<file path="src/rtl/pattern_scan_ctrl_pkg.sv">
// Shared types and constants for the frame-level pattern scan controller
// and its serial 1-1-0-1-0 detector.
package pattern_scan_ctrl_pkg;

  typedef enum logic [2:0] {
    S_IDLE,
    S_FLUSH,
    S_LOAD,
    S_SHIFT,
    S_DONE
  } state_e;

  typedef enum logic [2:0] {
    D_IDLE,
    D_1,
    D_11,
    D_110,
    D_1101
  } det_e;

  localparam int FLUSH_CYCLES = 2;

  function automatic int pos_width(input int len_w, input int data_w);
    return len_w + $clog2(data_w);
  endfunction

endpackage

</file>
<file path="src/rtl/pattern_detector.sv">
// Serial Mealy detector for 1-1-0-1-0 with overlap.
// pattern_found is high in the cycle of the completing 0.
module pattern_detector
  import pattern_scan_ctrl_pkg::*;
(
  input  logic clk,
  input  logic rst,
  input  logic stream_in,
  output logic pattern_found
);

  det_e st_q, st_d;

  always_ff @(posedge clk or posedge rst) begin
    if (rst) st_q <= D_IDLE;
    else     st_q <= st_d;
  end

  always_comb begin
    st_d          = D_IDLE;
    pattern_found = 1'b0;
    unique case (st_q)
      D_IDLE: st_d = stream_in ? D_1    : D_IDLE;
      D_1:    st_d = stream_in ? D_11   : D_IDLE;
      D_11:   st_d = stream_in ? D_11   : D_110;
      D_110:  st_d = stream_in ? D_1101 : D_IDLE;
      D_1101: begin
        st_d          = stream_in ? D_11 : D_IDLE;
        pattern_found = !stream_in;
      end
      default: st_d = D_IDLE;
    endcase
  end

endmodule

</file>
<file path="src/rtl/pattern_scan_ctrl.sv">
// Frame controller: serializes words MSB-first into the detector,
// flushes it between frames, counts matches and records positions.
module pattern_scan_ctrl
  import pattern_scan_ctrl_pkg::*;
#(
  parameter int DATA_W = 8,
  parameter int LEN_W  = 16,
  parameter int CNT_W  = 16,
  parameter int POS_W  = pos_width(LEN_W, DATA_W)
) (
  input  logic              clk,
  input  logic              rst,
  input  logic              start,
  input  logic [LEN_W-1:0]  frame_len,
  input  logic              in_valid,
  input  logic [DATA_W-1:0] in_data,
  output logic              in_ready,
  output logic              busy,
  output logic              done,
  output logic              err_underrun,
  output logic              match_pulse,
  output logic [POS_W-1:0]  match_pos,
  output logic [CNT_W-1:0]  match_count,
  output logic              first_found,
  output logic [POS_W-1:0]  first_pos
);

  localparam int BW = $clog2(DATA_W);

  state_e            st_q, st_d;
  logic [1:0]        fl_q, fl_d;
  logic [LEN_W-1:0]  len_q, len_d;
  logic [LEN_W-1:0]  acc_q, acc_d;
  logic [BW-1:0]     bit_q, bit_d;
  logic [POS_W-1:0]  pos_q, pos_d;
  logic [DATA_W-1:0] sh_q, sh_d;
  logic [DATA_W-1:0] hold_q, hold_d;
  logic              hold_v_q, hold_v_d;
  logic [CNT_W-1:0]  cnt_q, cnt_d;
  logic              ff_q, ff_d;
  logic [POS_W-1:0]  fpos_q, fpos_d;
  logic [POS_W-1:0]  mpos_q, mpos_d;
  logic              mp_q, mp_d;
  logic              err_q, err_d;
  logic              stream_in;
  logic              pattern_found;
  logic              take;

  pattern_detector u_det (
    .clk           (clk),
    .rst           (rst),
    .stream_in     (stream_in),
    .pattern_found (pattern_found)
  );

  always_ff @(posedge clk or posedge rst) begin
    if (rst) begin
      st_q     <= S_IDLE;
      fl_q     <= '0;
      len_q    <= '0;
      acc_q    <= '0;
      bit_q    <= '0;
      pos_q    <= '0;
      sh_q     <= '0;
      hold_q   <= '0;
      hold_v_q <= 1'b0;
      cnt_q    <= '0;
      ff_q     <= 1'b0;
      fpos_q   <= '0;
      mpos_q   <= '0;
      mp_q     <= 1'b0;
      err_q    <= 1'b0;
    end else begin
      st_q     <= st_d;
      fl_q     <= fl_d;
      len_q    <= len_d;
      acc_q    <= acc_d;
      bit_q    <= bit_d;
      pos_q    <= pos_d;
      sh_q     <= sh_d;
      hold_q   <= hold_d;
      hold_v_q <= hold_v_d;
      cnt_q    <= cnt_d;
      ff_q     <= ff_d;
      fpos_q   <= fpos_d;
      mpos_q   <= mpos_d;
      mp_q     <= mp_d;
      err_q    <= err_d;
    end
  end

  always_comb begin
    st_d      = st_q;
    fl_d      = fl_q;
    len_d     = len_q;
    acc_d     = acc_q;
    bit_d     = bit_q;
    pos_d     = pos_q;
    sh_d      = sh_q;
    hold_d    = hold_q;
    hold_v_d  = hold_v_q;
    cnt_d     = cnt_q;
    ff_d      = ff_q;
    fpos_d    = fpos_q;
    mpos_d    = mpos_q;
    mp_d      = 1'b0;
    err_d     = err_q;
    stream_in = 1'b0;
    in_ready  = 1'b0;
    busy      = 1'b0;
    done      = 1'b0;
    take      = 1'b0;
    unique case (st_q)
      S_IDLE: begin
        if (start) begin
          st_d     = S_FLUSH;
          fl_d     = '0;
          len_d    = frame_len;
          acc_d    = '0;
          hold_v_d = 1'b0;
          cnt_d    = '0;
          ff_d     = 1'b0;
          fpos_d   = '0;
          err_d    = 1'b0;
        end
      end
      S_FLUSH: begin
        busy = 1'b1;
        fl_d = fl_q + 2'd1;
        if (fl_q == 2'(FLUSH_CYCLES - 1))
          st_d = (len_q == '0) ? S_DONE : S_LOAD;
      end
      S_LOAD: begin
        busy     = 1'b1;
        in_ready = 1'b1;
        if (in_valid) begin
          sh_d  = in_data;
          acc_d = acc_q + LEN_W'(1);
          bit_d = '0;
          pos_d = '0;
          st_d  = S_SHIFT;
        end
      end
      S_SHIFT: begin
        busy      = 1'b1;
        stream_in = sh_q[DATA_W-1];
        sh_d      = sh_q << 1;
        bit_d     = bit_q + BW'(1);
        pos_d     = pos_q + POS_W'(1);
        in_ready  = !hold_v_q && (acc_q < len_q);
        take      = in_valid && in_ready;
        if (take) acc_d = acc_q + LEN_W'(1);
        // A word arriving on the last bit goes straight to the shifter.
        if (bit_q == BW'(DATA_W - 1)) begin
          if (hold_v_q) begin
            sh_d     = hold_q;
            hold_v_d = 1'b0;
          end else if (take) begin
            sh_d = in_data;
          end else begin
            st_d  = S_DONE;
            err_d = (acc_q != len_q);
          end
        end else if (take) begin
          hold_d   = in_data;
          hold_v_d = 1'b1;
        end
        if (pattern_found) begin
          cnt_d  = (&cnt_q) ? cnt_q : cnt_q + CNT_W'(1);
          mp_d   = 1'b1;
          mpos_d = pos_q;
          if (!ff_q) begin
            ff_d   = 1'b1;
            fpos_d = pos_q;
          end
        end
      end
      S_DONE: begin
        done = 1'b1;
        st_d = S_IDLE;
      end
      default: st_d = S_IDLE;
    endcase
  end

  assign err_underrun = err_q;
  assign match_pulse  = mp_q;
  assign match_pos    = mpos_q;
  assign match_count  = cnt_q;
  assign first_found  = ff_q;
  assign first_pos    = fpos_q;

endmodule

</file>
<file path="config.mk">
export PLATFORM = sky130hd
export DESIGN_NAME = pattern_scan_ctrl
export DESIGN_NICKNAME = d
export VERILOG_FILES = /design/src/rtl/pattern_scan_ctrl_pkg.sv /design/src/rtl/pattern_detector.sv /design/src/rtl/pattern_scan_ctrl.sv
export SDC_FILE = /design/constraint.sdc
export NUM_CORES = 1
export LEC_CHECK = 0
export ABC_AREA = 1
export BUFFER_PORTS_ARGS = -buffer_cell sky130_fd_sc_hd__buf_2
export CORE_MARGIN = 2
export CORE_UTILIZATION = 40
export DETAILED_ROUTE_END_ITERATION = 7
export GPL_ROUTABILITY_DRIVEN = 0
export SETUP_SLACK_MARGIN = 0.05
export SLEW_MARGIN = 20
export SYNTH_ARGS = -nofsm -noshare
export SYNTH_HDL_FRONTEND = slang
export SYNTH_HIERARCHICAL = 1
export SYNTH_SLANG_ARGS = --single-unit
</file>
<file path="constraint.sdc">
create_clock -name clk -period 13.54 [get_ports clk]
set_clock_uncertainty 0.1 [all_clocks]
set_input_delay 2.031 -clock clk [delete_from_list [all_inputs] [get_ports clk]]
set_output_delay 2.031 -clock clk [all_outputs]
set_load 0.01 [all_outputs]
</file>
==> flow_metrics.env, run 1 <==
export IMPL_report_final_slew_viol_count=0
export IMPL_grt_start_max_net_pins=86
export IMPL_row_count=48
export IMPL_r2r_start="st_q[2]$_DFFE_PP0P_"
export IMPL_ctsHoldBuffers=0
export IMPL_synth_cell_types=44
export IMPL_insertion_delay_ns=0.42
export IMPL_setup_tns_ns=0
export IMPL_synthCells=869
export IMPL_start_util_pct=41.0
export IMPL_route_detailed_wl_per_inst_um=14.2
export IMPL_via_count=6008
export IMPL_cts_buffers_inserted=17
export IMPL_die_w_um=137
export IMPL_diodes=0
export IMPL_synth_seq_cells=136
export IMPL_cp_endpoint="in_ready"
export IMPL_cts_sinks=136
export IMPL_final_antenna_net_count=0
export IMPL_startpoint="st_q[2]$_DFFE_PP0P_"
export IMPL_hold_viol=0
export IMPL_coreArea_um2=17400
export IMPL_syn_num_nets=919
export IMPL_r2r_end="first_pos[16]$_DFFE_PP0P_"
export IMPL_setup_viol=0
export IMPL_worstSetupPathType="reg2out"
export IMPL_antenna_found_initial=1
export IMPL_max_stage_delay_ns=0.49
export IMPL_cts_root_buf="clkbuf_16"
export IMPL_io_pin_count=88
export IMPL_rr_worst_depth=8
export IMPL_seq_area_um2=3400
export IMPL_layout_nets=995
export IMPL_arrival_ns=2.34
export IMPL_yosysWarnings=6
export IMPL_cp_top_family="simple AND/OR/NAND/NOR gates"
export IMPL_cts_setup_buffers=0
export IMPL_clock_path_buffers=2
export IMPL_drtIter0Drc=452
export IMPL_placedCellCount=1151
export IMPL_portBuffers=87
export IMPL_track_usage_pct=19.1
export IMPL_area_growth_pct=17.2
export IMPL_relSlewSlack_pct=47.5
export IMPL_synth_area_per_cell_um2=8.19
export IMPL_grt_pass1_wl_mm=28.1
export IMPL_utilization_pct=48.0
export IMPL_die_area_um2=18900
export IMPL_multiInputGateArea_um2=3160
export IMPL_crit_buf_inv=2
export IMPL_tightest_slew_ns=0.788
export IMPL_htreeDepth=4
export IMPL_start_kind="flop"
export IMPL_avgViaCountPerCell=5.08
export IMPL_maxCapViolCount=0
export IMPL_ir_worst_vdd_uv=126
export IMPL_yosysSeqAreaShare_pct=47.8
export IMPL_reg2reg_slack_ns=10.15
export IMPL_layout_drive_gt1_share_pct=17.1
export IMPL_gr_total_overflow=0
export IMPL_drc_errors=0
export IMPL_endpoint_kind="output pin"
export IMPL_post_cts_resized=0
export IMPL_fillCellCount=1727
export IMPL_cts_tree="done"
export IMPL_clk_pin_slew_worst_paths_ns=0.06
export IMPL_drt_first_pass_iters=7
export IMPL_hold_path_class="reg2reg"
export IMPL_worst_slack_ns=9.07
export IMPL_critPathSlowestCell="inv_2"
export IMPL_outcome="finished, final reports clean"
export IMPL_grt_pass1_vias=5709
export IMPL_grt_setup_unrepaired="no"
export IMPL_instances_no_fill=1182
export IMPL_p_per_area_nw_per_um2=181
export IMPL_hpwl_mm=11.8
export IMPL_routed_wl_mm=16.8
export IMPL_cp_data_required_time_ns=11.41
export IMPL_cp_max_fo=29
export IMPL_final_min_clock_period_ns=4.47
export IMPL_dpl_worst_slack_ns=9.46
export IMPL_crit_cells=6
export IMPL_crit_chain="nor2_8, nand2_4, inv_2, nand3_1, nand2_1, buf_2"
export IMPL_power_mw=1.51
export IMPL_post_route_period_util_pct=33.0
export IMPL_p_leak_nw=4.06
export IMPL_syn_area_um2=7110
export IMPL_fmax_mhz=224
export IMPL_die_h_um=137
-- metal layers --
metal / GRT usage, % / vias to the layer above / wire (um)
met2: 31.6 / 134 / 7950
met4: 6.24 / 2 / 178
met3: 3.46 / 17 / 705
met1: 25.2 / 2816 / 7990
met5: 0 / - / 7
li1: - / 3039 / -
-- metrics by stage --
stage / hold slack [ns] / cell area [um^2]
floorplan: 0.345 / 7110
global placement: 0.362 / 7690
CTS: 0.383 / 8340
global route: 0.406 / 8340
finish: 0.378 / 8340
detailed placement: 0.369 / 7690
-- report_power, final --
group / switching [mW] / total, mW / leakage, nW / internal, mW
clock network: 0.177 / 0.511 / 0.307 / 0.335
logic: 0.312 / 0.442 / 1.96 / 0.130
registers: 0.0676 / 0.558 / 1.79 / 0.490
total: 0.557 / 1.51 / 4.06 / 0.955
-- Yosys cell counts --
cell type / n / share of area [%]
o32ai_1: 1 / 0.12
a221oi_1: 6 / 0.74
dfrtp_1: 136 / 48
nand2_1: 194 / 10
a21o_1: 1 / 0.11
nand3_1: 73 / 5.1
clkbuf_1: 12 / 0.63
ha_1: 22 / 3.9
nand3b_2: 1 / 0.16
nor3_2: 1 / 0.14
buf_4: 4 / 0.42
inv_1: 97 / 5.1
nand4_1: 22 / 1.9
nor2_4: 3 / 0.47
o21bai_4: 1 / 0.26
o21ai_1: 12 / 0.84
nor2_2: 4 / 0.35
or2_2: 10 / 0.88
nand3b_1: 2 / 0.21
a21boi_1: 1 / 0.11
nor4_2: 2 / 0.35
nor2_1: 65 / 3.4
a21boi_0: 1 / 0.11
nor4_1: 6 / 0.53
a31o_2: 1 / 0.12
o21ai_2: 11 / 1.4
buf_1: 3 / 0.16
buf_6: 3 / 0.47
nor2_8: 1 / 0.28
xor2_1: 16 / 2.0
or2_1: 2 / 0.18
o22ai_1: 8 / 0.70
buf_2: 11 / 0.77
nand2_4: 1 / 0.16
xnor2_1: 1 / 0.12
mux2_2: 1 / 0.16
nand2_2: 1 / 0.088
o221ai_1: 1 / 0.12
nor3_1: 11 / 0.77
a31oi_1: 3 / 0.26
o21ai_0: 68 / 4.8
inv_2: 3 / 0.16
a21oi_1: 44 / 3.1
a22o_1: 2 / 0.25
-- placed cells by master (no fill, tap or decap), types with 12 or more instances in the layout --
cell type	Yosys	routed
a21oi_1	44	44
buf_2	11	87
clkbuf_16	0	17
dfrtp_1	136	136
ha_1	22	22
inv_1	97	96
nand2_1	194	194
nand3_1	73	72
nand4_1	22	22
nor2_1	65	65
o21ai_0	68	68
o21ai_1	12	12
xor2_1	16	16
-- cell families (layout without fill, tap and decap cells) --
group / Yosys count / count (layout) / synth area share [%]
AND/OR/NAND/NOR: 399 / 399 / 25.3
XOR/XNOR: 17 / 17 / 2.09
adder cells (fa/ha/maj): 22 / 22 / 3.87
AO/OA/AOI/OAI: 161 / 161 / 13.0
buffers and inverters: 133 / 221 / 7.74
multiplexers: 1 / 1 / 0.158
flip-flops: 136 / 136 / 47.8
-- sequential cells by signal, summed over array words and instances, names as in the netlist, 3 cells and up --
signal       count
hold_q           8
acc_q           16
st_q             3
match_pos       19
sh_q             8
u_det/st_q       3
first_pos       19
bit_q            3
len_q           16
pos_q           19
match_count     16
-- worst reg2reg max path, stage by stage (launching register included) --
cell and delay (ns):
dfrtp_1 0.47, nor2_8 0.29, nand2_4 0.28, inv_2 0.50, nand2_2 0.54, or2_1 0.58, buf_4 0.31, nand3_1 0.11
o21ai_0 0.09
-- worst min-delay path by stage --
stage,startpoint,cells past startpoint,end,slack [ns]
floorplan,pos_q[15]$_DFFE_PP0P_,1,pos_q[15]$_DFFE_PP0P_,0.35
CTS,match_pos[12]$_DFFE_PP0P_,2,match_pos[12]$_DFFE_PP0P_,0.38
global placement,match_pos[14]$_DFFE_PP0P_,2,match_pos[14]$_DFFE_PP0P_,0.36
detailed placement,match_pos[7]$_DFFE_PP0P_,2,match_pos[7]$_DFFE_PP0P_,0.37
global route,match_pos[10]$_DFFE_PP0P_,2,match_pos[10]$_DFFE_PP0P_,0.41
finish,match_pos[12]$_DFFE_PP0P_,2,match_pos[12]$_DFFE_PP0P_,0.38
-- area by class of cell --
class                   instances  area share, %
flip-flops and latches        136           40.8
multi-input cells             600           37.9
repair buffers                 90           5.49
clock buffers                  19           5.43
inverters                     100           4.56
well taps                     225           3.38
clock inverters                12           2.39
No activity file was read; power rests on OpenSTA's default activity.
==> run 2, diff against run 1 <==
Clock period 13.54 ns to 3.7 ns, I/O delays scaled along.
==> run 2 against run 1 <==
First-iteration DRC count decreased by 4.4%. Via count increased by 0.22%. Critical path depth increased by 3. Critical path type is now reg2reg. Critical endpoint is now acc_q[1]$_DFFE_PP0P_. Largest power group unchanged.
==> flow_metrics.env, run 2 (same netlist as run 1, synthesis figures left out) <==
export IMPL_fillCellCount=1706
export IMPL_fmax_mhz=324
export IMPL_cts_root_buf="clkbuf_16"
export IMPL_final_common_cell="nand2_1"
export IMPL_route_detailed_wl_per_inst_um=14.6
export IMPL_gr_total_overflow=0
export IMPL_via_count=6021
export IMPL_row_count=48
export IMPL_clock_path_buffers=2
export IMPL_routed_wl_mm=17.4
export IMPL_setup_tns_ns=0
export IMPL_final_antenna_net_count=0
export IMPL_grt_pass1_wl_mm=28.9
export IMPL_p_leak_nw=4.07
export IMPL_antenna_found_initial=0
export IMPL_post_cts_resized=0
export IMPL_hold_ws_ns=0.285
export IMPL_insertion_delay_ns=0.42
export IMPL_die_w_um=137
export IMPL_cts_setup_buffers=0
export IMPL_r2r_start="acc_q[7]$_DFFE_PP0P_"
export IMPL_hp_start="frame_len[0]"
export IMPL_outcome="finished, final reports clean"
export IMPL_avgViaCountPerCell=5.06
export IMPL_cp_data_required_time_ns=3.91
export IMPL_maxCapViolCount=0
export IMPL_drtIter0Drc=432
export IMPL_hold_path_class="in2reg"
export IMPL_portBuffers=87
export IMPL_cts_buffers_inserted=17
export IMPL_diodes=0
export IMPL_ctsHoldBuffers=1
export IMPL_drc_errors=0
export IMPL_startpoint="acc_q[7]$_DFFE_PP0P_"
export IMPL_cts_sinks=136
export IMPL_dpl_worst_slack_ns=0.720
export IMPL_ir_worst_vdd_uv=447
export IMPL_tightest_slew_ns=0.868
export IMPL_hpwl_mm=12.4
export IMPL_grt_pass1_vias=5778
export IMPL_p_per_area_nw_per_um2=643
export IMPL_cts_tree="done"
export IMPL_layout_drive_gt1_share_pct=17.7
export IMPL_coreArea_um2=17400
export IMPL_cp_max_fo=32
export IMPL_drt_first_pass_iters=5
export IMPL_grt_setup_unrepaired="no"
export IMPL_htreeDepth=4
export IMPL_arrival_ns=3.30
export IMPL_multiInputGateArea_um2=3160
export IMPL_hold_viol=0
export IMPL_worst_slack_ns=0.614
export IMPL_relSlewSlack_pct=42.0
export IMPL_post_route_period_util_pct=83.4
export IMPL_grt_start_max_net_pins=56
export IMPL_track_usage_pct=19.4
export IMPL_utilization_pct=48.1
export IMPL_start_kind="flop"
export IMPL_seq_area_um2=3400
export IMPL_area_growth_pct=17.4
export IMPL_start_util_pct=41.0
export IMPL_endpoint_kind="flop"
export IMPL_report_final_slew_viol_count=0
export IMPL_io_pin_count=88
export IMPL_setup_viol=0
export IMPL_die_area_um2=18900
export IMPL_layout_nets=1003
export IMPL_die_h_um=137
export IMPL_clk_pin_slew_worst_paths_ns=0.06
export IMPL_mostFrequentLayoutCells="nand2_1 (194), dfrtp_1 (136), inv_1 (96)"
export IMPL_final_min_clock_period_ns=3.09
export IMPL_worstSetupPathType="reg2reg"
[run 2: report_power, final]
part / switching [mW] / internal (mW)
clock network: 0.665 / 0.995
logic: 1.18 / 0.500
registers: 0.239 / 1.79
[run 2: final cells by class]
type	instances	share of cell area, %
clock buffer	18	5.14
clock inverter	14	1.78
inverter	100	4.54
multi-input combinational	600	37.9
sequential	136	40.7
tap	225	3.37
timing repair buffer	98	6.53
[run 2: final timing paths]
path | to | slack, ns | cells past startpoint
max | acc_q[1]$_DFFE_PP0P_ | 0.61 | 9
min | len_q[0]$_DFFE_PP0P_ | 0.28 | 2
max reg2reg | acc_q[1]$_DFFE_PP0P_ | 0.61 | 9
min reg2reg | match_pos[15]$_DFFE_PP0P_ | 0.38 | 2
max in group asynchronous | match_pos[12]$_DFFE_PP0P_ | 1.94 | 4
min in group asynchronous | u_det/st_q[1]$_DFF_PP0_ | 0.47 | 3
[run 2: stage by stage]
stage               cells  cell area (um^2)  power, mW
floorplan             869              7120       3.29
global placement     1158              7760       3.72
detailed placement   1158              7760       3.75
CTS                  1191              8350       5.43
global route         1191              8350       5.77
finish               1191              8350       5.37
[run 2: layer usage]
metal | global-route usage (%) | wire length (um)
met1 | 27.9 | 8560
met2 | 30.0 | 7810
met3 | 4.45 | 844
met4 | 3.89 | 153
met5 | 0 | 0
[run 2: critical path, cell delays in order (launching register included)]
cell and delay, ns:
dfrtp_1 0.45, ha_1 0.32, a21o_1 0.16, nor2_1 0.09
nand2_1 0.07, nand2_1 0.26, nand3_1 0.45, nand2_1 0.21
nand3b_2 0.48, o21ai_0 0.37
==> run 3, diff against run 2 <==
Clock period 3.7 ns to 2.56 ns, I/O delays scaled along.
==> run 3 against run 2 <==
Utilization is 3.0 points higher. Largest power group unchanged. Register-to-register slack worse by 0.33 ns. Flip-flop and latch count stayed put. First-iteration DRC count is 5.1% higher. Combinational power is 68% higher. Largest cell class unchanged. Worst setup slack worse by 0.47 ns. Clock-buffer cell count stayed put. Non-clock buffer count is 32 higher. Critical path type is now reg2out. Total power is 58% higher. Wire length is 4.1% higher. Critical path depth is 2 higher. Die area stayed put.
==> flow_metrics.env, run 3 (same netlist as run 1, synthesis figures left out) <==
export IMPL_ir_worst_vdd_uv=497
export IMPL_hpwl_mm=12.3
export IMPL_report_final_slew_viol_count=0
export IMPL_r2r_start="len_q[11]$_DFFE_PP0P_"
export IMPL_drc_errors=0
export IMPL_route_detailed_wl_per_inst_um=14.8
export IMPL_hold_ws_ns=0.111
export IMPL_portBuffers=87
export IMPL_area_growth_pct=24.7
export IMPL_post_route_period_util_pct=94.3
export IMPL_final_common_cell="nand2_1"
export IMPL_clock_path_buffers=2
export IMPL_diodes=0
export IMPL_gr_max_usage_layer="met2"
export IMPL_p_leak_nw=4.25
export IMPL_r2r_end="err_underrun$_DFFE_PP0P_"
export IMPL_multiInputGateArea_um2=3330
export IMPL_die_h_um=137
export IMPL_cts_tree="done"
export IMPL_grt_use_met1_pct=28.0
export IMPL_layout_drive_gt1_share_pct=24.8
export IMPL_hold_viol=0
export IMPL_cts_buffers_inserted=17
export IMPL_grt_met2_usage_pct=30.5
export IMPL_worstSetupPathType="reg2out"
export IMPL_die_w_um=137
export IMPL_maxCapViolCount=0
export IMPL_drt_first_pass_iters=5
export IMPL_fillCellCount=1670
export IMPL_hold_path_class="in2reg"
export IMPL_p_per_area_nw_per_um2=957
export IMPL_die_area_um2=18900
export IMPL_via_count=6276
export IMPL_arrival_ns=1.93
export IMPL_start_util_pct=41.0
export IMPL_relSlewSlack_pct=61.3
export IMPL_tightest_slew_ns=0.581
export IMPL_outcome="finished, final reports clean"
export IMPL_avgViaCountPerCell=5.13
export IMPL_grt_start_max_net_pins=100
export IMPL_grt_pass1_vias=5898
export IMPL_grt_util_met3_pct=4.86
export IMPL_drtIter0Drc=454
export IMPL_htreeDepth=4
export IMPL_insertion_delay_ns=0.42
export IMPL_reg2reg_slack_ns=0.28
export IMPL_final_min_clock_period_ns=2.41
export IMPL_gr_total_overflow=0
export IMPL_setup_viol=0
export IMPL_cts_root_buf="clkbuf_16"
export IMPL_hp_start="in_data[6]"
export IMPL_min_to="hold_q[6]$_DFFE_PP0P_"
export IMPL_final_antenna_net_count=0
export IMPL_routed_wl_mm=18.1
export IMPL_setup_tns_ns=0
export IMPL_grt_pass1_wl_mm=29.2
export IMPL_clk_pin_slew_worst_paths_ns=0.06
export IMPL_hold_depth=3
export IMPL_start_kind="flop"
export IMPL_fmax_mhz=414
export IMPL_seq_area_um2=3420
export IMPL_cp_data_required_time_ns=2.08
export IMPL_io_pin_count=88
export IMPL_antenna_found_initial=0
export IMPL_endpoint_kind="output pin"
export IMPL_mostFrequentLayoutCells="nand2_1 (189), dfrtp_1 (126), buf_2 (86)"
export IMPL_coreArea_um2=17400
export IMPL_track_usage_pct=19.8
export IMPL_layout_nets=1035
export IMPL_rr_worst_depth=12
export IMPL_row_count=48
export IMPL_grt_setup_unrepaired="no"
export IMPL_cts_sinks=136
export IMPL_cp_max_fo=2
run 3: cell count changes in the layout (fill, tap and decap cells not counted), moves of 4 or more:
cell / before / now
dfrtp_2: 0 / 10
buf_4: 8 / 36
inv_2: 3 / 14
ha_4: 0 / 9
nand2_2: 1 / 6
nand2_1: 194 / 189
ha_1: 22 / 13
a21oi_2: 0 / 4
a21oi_1: 44 / 39
dfrtp_1: 136 / 126
inv_1: 96 / 85
buf_6: 0 / 4
run 3: worst max path at each step:
stage	slack (ns)	cells past startpoint	to	start
floorplan	0.20	13	first_pos[3]$_DFFE_PP0P_	st_q[1]$_DFFE_PP0P_
global placement	0.32	11	err_underrun$_DFFE_PP0P_	acc_q[7]$_DFFE_PP0P_
detailed placement	0.26	11	err_underrun$_DFFE_PP0P_	acc_q[7]$_DFFE_PP0P_
CTS	0.05	10	in_ready	acc_q[6]$_DFFE_PP0P_
global route	0.04	11	in_ready	len_q[11]$_DFFE_PP0P_
finish	0.15	11	in_ready	len_q[11]$_DFFE_PP0P_
run 3: worst max-delay path, stage by stage (launching register included):
cell and delay, ns:
dfrtp_1 0.34, inv_1 0.09, ha_4 0.28, nand2_1 0.06, inv_2 0.06, nand2_1 0.06
a21oi_2 0.18, nor2_4 0.06, buf_6 0.12, nand3_2 0.06, nand2_2 0.07, buf_6 0.12
run 3: metal layers:
metal | up-vias | part of all wire, % | wire length, um
met3 | 20 | 5.2 | 949
met4 | 0 | 1.0 | 182
met5 | - | 0 | 0
met2 | 163 | 46 | 8240
met1 | 2988 | 48 | 8720
li1 | 3105 | - | -
run 3: cell type report:
cell class / instances / area share, %
Tap cell: 225 / 3.17
Inverter: 100 / 4.27
Clock inverter: 14 / 2.47
Clock buffer: 18 / 4.95
Multi-Input combinational cell: 600 / 37.5
Timing Repair Buffer: 130 / 9.14
Sequential cell: 136 / 38.5
run 3: per-stage QoR:
stage,instance area (um^2),power (mW),setup slack [ns],util (%),cells
global route,8870,9.09,0.0427,51.1,1223
CTS,8550,8.35,0.0537,49.3,1203
global placement,7820,5.49,0.320,45.1,1166
detailed placement,7820,5.53,0.259,45.1,1166
finish,8870,8.49,0.146,51.1,1223
floorplan,7120,4.75,0.198,-,869
run 3: what timing repair did:
item	4_1_cts	5_1_grt
hold buffers	1	0
pin swaps	3	14
setup buffers	4	20
endpoints found under the setup margin	1	1
endpoints found under the hold margin	3	0
gates resized for setup	11	40
run 3: where the power goes:
part / switching [mW] / internal, mW
clock: 0.987 / 1.77
combinational: 1.86 / 0.967
sequential: 0.322 / 2.60
total: 3.17 / 5.33
